File: src/rtl/spi_cmd_sequencer.sv
// Command front end for the SPI engine: takes one flash descriptor, pushes header
// (and write payload) into the TX FIFO, launches the engine and reports done/err.
module spi_cmd_sequencer #(
  parameter int DATA         = 8,
  parameter int MAX_BYTES    = 256,
  parameter int BUSY_TIMEOUT = 16
) (
  input  logic            clk,
  input  logic            rst,
  input  logic            cmd_valid,
  output logic            cmd_ready,
  input  logic [7:0]      cmd_opcode,
  input  logic [15:0]     cmd_addr,
  input  logic [15:0]     cmd_nbytes,
  input  logic            cmd_write,
  input  logic [DATA-1:0] pl_data,
  input  logic            pl_valid,
  output logic            pl_ready,
  output logic [DATA-1:0] fifo_wdata,
  output logic            fifo_wr,
  input  logic            fifo_full,
  output logic [15:0]     spi_len,
  output logic            spi_op,
  output logic            spi_work,
  input  logic            spi_busy,
  output logic            done,
  output logic            err
);

  typedef enum logic [2:0] {
    IDLE      = 3'd0,
    CHECK     = 3'd1,
    HDR       = 3'd2,
    PAYLOAD   = 3'd3,
    START     = 3'd4,
    WAIT_BUSY = 3'd5,
    WAIT_DONE = 3'd6,
    FINISH    = 3'd7
  } state_e;

  localparam logic [15:0] MAX_B    = 16'(MAX_BYTES);
  localparam logic [15:0] TMO_LOAD = 16'(BUSY_TIMEOUT);

  state_e      state_q, state_d;
  logic [7:0]  opcode_q, opcode_d;
  logic [15:0] addr_q, addr_d;
  logic [15:0] nbytes_q, nbytes_d;
  logic        write_q, write_d;
  logic [1:0]  idx_q, idx_d;
  logic [15:0] cnt_q, cnt_d;
  logic [15:0] tmo_q, tmo_d;
  logic [15:0] spi_len_q, spi_len_d;
  logic        spi_op_q, spi_op_d;
  logic        spi_work_q, spi_work_d;
  logic        done_q, done_d;
  logic        err_q, err_d;

  // State and datapath registers
  always_ff @(posedge clk) begin
    if (rst) begin
      state_q    <= IDLE;
      opcode_q   <= 8'd0;
      addr_q     <= 16'd0;
      nbytes_q   <= 16'd0;
      write_q    <= 1'b0;
      idx_q      <= 2'd0;
      cnt_q      <= 16'd0;
      tmo_q      <= 16'd0;
      spi_len_q  <= 16'd0;
      spi_op_q   <= 1'b0;
      spi_work_q <= 1'b0;
      done_q     <= 1'b0;
      err_q      <= 1'b0;
    end else begin
      state_q    <= state_d;
      opcode_q   <= opcode_d;
      addr_q     <= addr_d;
      nbytes_q   <= nbytes_d;
      write_q    <= write_d;
      idx_q      <= idx_d;
      cnt_q      <= cnt_d;
      tmo_q      <= tmo_d;
      spi_len_q  <= spi_len_d;
      spi_op_q   <= spi_op_d;
      spi_work_q <= spi_work_d;
      done_q     <= done_d;
      err_q      <= err_d;
    end
  end

  // Next-state and datapath update
  always_comb begin
    state_d   = state_q;
    opcode_d  = opcode_q;
    addr_d    = addr_q;
    nbytes_d  = nbytes_q;
    write_d   = write_q;
    idx_d     = idx_q;
    cnt_d     = cnt_q;
    tmo_d     = tmo_q;
    spi_len_d = spi_len_q;
    spi_op_d  = spi_op_q;
    err_d     = 1'b0;
    case (state_q)
      IDLE: begin
        if (cmd_valid) begin
          opcode_d = cmd_opcode;
          addr_d   = cmd_addr;
          nbytes_d = cmd_nbytes;
          write_d  = cmd_write;
          state_d  = CHECK;
        end else begin
          state_d = IDLE;
        end
      end
      CHECK: begin
        if ((nbytes_q == 16'd0) || (nbytes_q > MAX_B)) begin
          err_d   = 1'b1;
          state_d = IDLE;
        end else begin
          spi_len_d = {nbytes_q[12:0] + 13'd3, 3'b000};
          spi_op_d  = write_q;
          idx_d     = 2'd0;
          cnt_d     = 16'd0;
          state_d   = HDR;
        end
      end
      HDR: begin
        // The timeout counter is loaded on the way into START and counts START itself.
        if (!fifo_full) begin
          if (idx_q == 2'd2) begin
            idx_d   = 2'd0;
            tmo_d   = TMO_LOAD;
            state_d = write_q ? PAYLOAD : START;
          end else begin
            idx_d = idx_q + 2'd1;
          end
        end else begin
          state_d = HDR;
        end
      end
      PAYLOAD: begin
        if (pl_valid && !fifo_full) begin
          cnt_d = cnt_q + 16'd1;
          if ((cnt_q + 16'd1) == nbytes_q) begin
            tmo_d   = TMO_LOAD;
            state_d = START;
          end else begin
            state_d = PAYLOAD;
          end
        end else begin
          state_d = PAYLOAD;
        end
      end
      START: begin
        tmo_d   = tmo_q - 16'd1;
        state_d = WAIT_BUSY;
      end
      WAIT_BUSY: begin
        if (spi_busy) begin
          state_d = WAIT_DONE;
        end else if (tmo_q <= 16'd1) begin
          tmo_d   = 16'd0;
          err_d   = 1'b1;
          state_d = IDLE;
        end else begin
          tmo_d = tmo_q - 16'd1;
        end
      end
      WAIT_DONE: begin
        if (!spi_busy) begin
          state_d = FINISH;
        end else begin
          state_d = WAIT_DONE;
        end
      end
      FINISH:  state_d = IDLE;
      default: state_d = IDLE;
    endcase
    spi_work_d = (state_d == START);
    done_d     = (state_d == FINISH);
  end

  // Combinational handshakes and FIFO write path
  always_comb begin
    cmd_ready  = 1'b0;
    pl_ready   = 1'b0;
    fifo_wr    = 1'b0;
    fifo_wdata = pl_data;
    case (state_q)
      IDLE: cmd_ready = ~rst;
      HDR: begin
        fifo_wr = ~rst & ~fifo_full;
        case (idx_q)
          2'd0:    fifo_wdata = opcode_q;
          2'd1:    fifo_wdata = addr_q[15:8];
          default: fifo_wdata = addr_q[7:0];
        endcase
      end
      PAYLOAD: begin
        pl_ready = ~rst & ~fifo_full;
        fifo_wr  = ~rst & pl_valid & ~fifo_full;
      end
      default: fifo_wr = 1'b0;
    endcase
  end

  assign spi_len  = spi_len_q;
  assign spi_op   = spi_op_q;
  assign spi_work = spi_work_q;
  assign done     = done_q;
  assign err      = err_q;

endmodule

File: config.mk
export PLATFORM = sky130hd
export DESIGN_NAME = spi_cmd_sequencer
export DESIGN_NICKNAME = d
export VERILOG_FILES = /design/src/rtl/spi_cmd_sequencer.sv
export SDC_FILE = /design/constraint.sdc
export NUM_CORES = 1
export LEC_CHECK = 0
export BUFFER_PORTS_ARGS = -buffer_cell sky130_fd_sc_hd__clkbuf_2
export CORE_MARGIN = 2
export CORE_UTILIZATION = 40
export DETAILED_ROUTE_END_ITERATION = 12
export PLACE_DENSITY_LB_ADDON = 0.05
export SYNTH_ARGS = -nofsm -noshare
export SYNTH_HDL_FRONTEND = slang
export SYNTH_SLANG_ARGS = --single-unit
File: constraint.sdc
create_clock -name clk -period 2.5 [get_ports clk]
set_input_delay 0.125 -clock clk [delete_from_list [all_inputs] [get_ports clk]]
set_output_delay 0.125 -clock clk [all_outputs]
set_load 0.01 [all_outputs]
==> results.tsv <==
metric	value	unit
cp_cell_sequence	buf_4 -> and4_1 -> nand2_1 -> xor2_1 -> o211ai_1 -> nor4_4 -> buf_4 -> a31oi_4 -> buf_12 -> or4_4 -> a21oi_2	
async_reset_ff_frac	0	
drc_errors	0	
clk_latency	350	ps
post-dp-hpwl	9780	um
worstSetupEndpointType	flip-flop	
cts.sinks	95	
dr_wl_met2	6410	um
coreArea	0.0120	mm2
pwr-share-seq	0.470	
wl_met1	6660	um
clk_pin_slew	70	ps
ys_warn_count	0	
setup_viol	0	
die_h	115	um
gp_congestion	0.897	
met3_length	550	um
syn2layout_area_growth	35.5	%
clockBufferDepth	2	
finalPower	0.00342	W
status	completed	
via_per_inst	5.22	
internal_power	0.00253	W
crit_path_max_fanout	12	
final-max-slew-violation-count	0	
grt_max_degree	42	
cp.arrival	2780	ps
r2r-start	cnt_q[2]$_SDFFE_PP0P_	
rsz0062_at_grt	true	
p_per_area	513	mW/mm2
overflow	0	
wirelength	13800	um
cts_inserted_buffers	9	
slew_headroom	0.630	
synth_area_leaders	dfxtp_1 (39%), a21oi_1 (8.9%), nand2_1 (8.3%)	
netlist.area_leader.share	0.387	
finalCritPeriodShare	0.999	
top_layer	met4	
ys_seq_area_frac	0.387	
num_antenna_cells	0	
r2r_slack	4	ps
yosys.area.top_type	dfxtp_1	
antenna_found_initial	0	
synth.most_common_cell	nand2_1	
reg2reg_depth	11	
syn_area	0.00492	mm2
yosys_register_bits	95	
synth_cell_types	56	
cts_tree	built	
fill_cells	1148	
drv_cap	0	
pwr-share-comb	0.129	
cpPeakStageDelay	480	ps
r2r-end	tmo_q[15]$_SDFFE_PP0P_	
synth_cells	643	
start_util	0.409	
min_path_type	input pin to flip-flop	
max_freq	401	MHz
drive_gt1_frac	0.291	
finalHoldViolCount	0	
timing.critical_path.mode_cell	buf_4	
avgRoutedWirePerCell	14.8	um
dieArea	0.0132	mm2
drt_iter0_drc	213	
p_leak	2.76	nW
period_minus_slack	2500	ps
worst_path_max_delay_cell	or4_4	
htreeDepth	3	
core.rowCount	40	
syn_avg_cell_area	7.65	um2
synth_edf_count	0	
synth_flop_cell	dfxtp_1	
required	2790	ps
netlist_top_cells_count	nand2_1 (109), dfxtp_1 (95), a21oi_1 (87)	
io_pins	86	
p_clk_frac	0.401	
root_buffer	clkbuf_16	
worstSetupStartpointType	flip-flop	
fin_setup_tns	0	ps
final_nets	844	
tightest_slew	551	ps
io_buffers	82	
crit_type	flip-flop to flip-flop	
firstDrtPassIters	5	
crit_end	tmo_q[15]$_SDFFE_PP0P_	
crit_start	cnt_q[2]$_SDFFE_PP0P_	
irDropWorstVdd	0.358	mV
skew	4.79	ps
first_global_vias	4455	
switching_power	0.000889	W
grt_usage	0.214	
sw_frac_of_total	0.260	
vias	4891	
die_w	115	um
ant_nets	0	
grt_pass1_wl	22300	um
## worst min path at each step
stage / startpoint / to / slack (ps) / depth (start not counted)
2_1_floorplan: cmd_addr[0] / addr_q[0]$_SDFFE_PP0P_ / 260 / 2
3_3_place_gp: cmd_nbytes[8] / nbytes_q[8]$_SDFFE_PP0P_ / 350 / 3
3_5_place_dp: cmd_addr[6] / addr_q[6]$_SDFFE_PP0P_ / 350 / 3
4_1_cts: cmd_nbytes[14] / nbytes_q[14]$_SDFFE_PP0P_ / 0.6 / 3
5_1_grt: cmd_nbytes[14] / nbytes_q[14]$_SDFFE_PP0P_ / 6 / 3
6_report: cmd_write / write_q$_SDFFE_PP0P_ / 5 / 3
## registers in the layout, summed over array words and instances (netlist names)
name      count
tmo_q        16
addr_q       16
spi_len      13
spi_op        1
nbytes_q     16
write_q       1
opcode_q      8
state_q       3
spi_work      1
err           1
done          1
idx_q         2
cnt_q        16
## timing repair
action,CTS,global route
gates cloned,1,0
buffers inserted,5,7
pin swaps,11,18
gates resized for setup,23,18
hold buffers,19,0
endpoints found under the hold margin,19,0
setup endpoints to repair,16,43
## critical path: cells and delay by family, from the launching register on
| kind | cells | cell delay [ps] |
|---|---|---|
| xor gates and xnor gates | 1 | 190 |
| AOI/OAI and AO/OA | 3 | 400 |
| buffers and inverters | 3 | 490 |
| and+or+nand+nor | 4 | 950 |
| DFF | 1 | 390 |
## cell type report
cell class | count | area (um2) | area share
clock inverter | 3 | 25.0 | 0.00376
sequential | 95 | 1920 | 0.289
multi-input combinational | 486 | 2910 | 0.437
inverter | 13 | 48.8 | 0.00732
clock buffer | 13 | 270 | 0.0406
tap | 147 | 184 | 0.0276
timing repair buffer | 180 | 1300 | 0.195
## power by group through the flow
stage	clock network (W)	registers [W]	logic (W)
floorplan	0	0.00163	0.000243
global placement	0	0.00164	0.000393
detailed placement	0	0.00164	0.000397
CTS	0.00140	0.00161	0.000434
global route	0.00148	0.00161	0.000488
finish	0.00137	0.00161	0.000441
## metrics by stage
step	hold slack (ps)	utilization	std cells	cell area [um2]	setup WS (ps)
3_5_place_dp	352	0.491	889	5890	-124
5_1_grt	6.00	0.555	937	6660	-152
3_3_place_gp	347	0.491	889	5890	-75.4
6_report	4.61	0.555	937	6660	3.68
2_1_floorplan	261	-	645	4960	4.28
4_1_cts	0.568	0.543	930	6520	-9.96
## metal layers
layer	track usage	vias to the layer above
met5	0	-
met3	0.0406	17
li1	-	2506
met4	0.0707	0
met1	0.292	2262
met2	0.342	106
## cells in the final DEF (no fill, tap or decap), types with 4 or more instances in the layout
cell type,synthesis,layout
nand2_1,109,108
a21oi_1,87,84
dfxtp_1,95,84
clkbuf_2,0,82
buf_4,4,70
nor2_1,59,55
o21ai_0,35,35
dlygate4sd3_1,0,19
xnor2_1,19,18
mux2i_1,14,14
inv_1,13,13
xor2_1,13,13
nor3_1,15,12
or4_1,13,10
clkbuf_16,0,9
nand3_1,9,8
a211oi_1,8,8
o31ai_1,8,8
or3_1,9,8
dfxtp_2,0,8
nor2b_1,7,7
nand4_1,7,7
and2_1,7,7
or3b_2,6,6
buf_12,0,6
nand2b_1,5,5
nor2_2,1,5
a31oi_1,6,4
and3_1,5,4
## cell families after synthesis
family | count (synthesis) | synth area share
multiplexers | 14 | 0.0285
buffers and inverters | 64 | 0.0545
AND/OR/NAND/NOR | 275 | 0.278
AO/OA/AOI/OAI | 158 | 0.184
XOR/XNOR | 32 | 0.0570
adder cells (fa/ha/maj) | 4 | 0.0102
other | 1 | 0.000763
flip-flops | 95 | 0.387
Note: power is estimated with default switching activity, not from simulation.
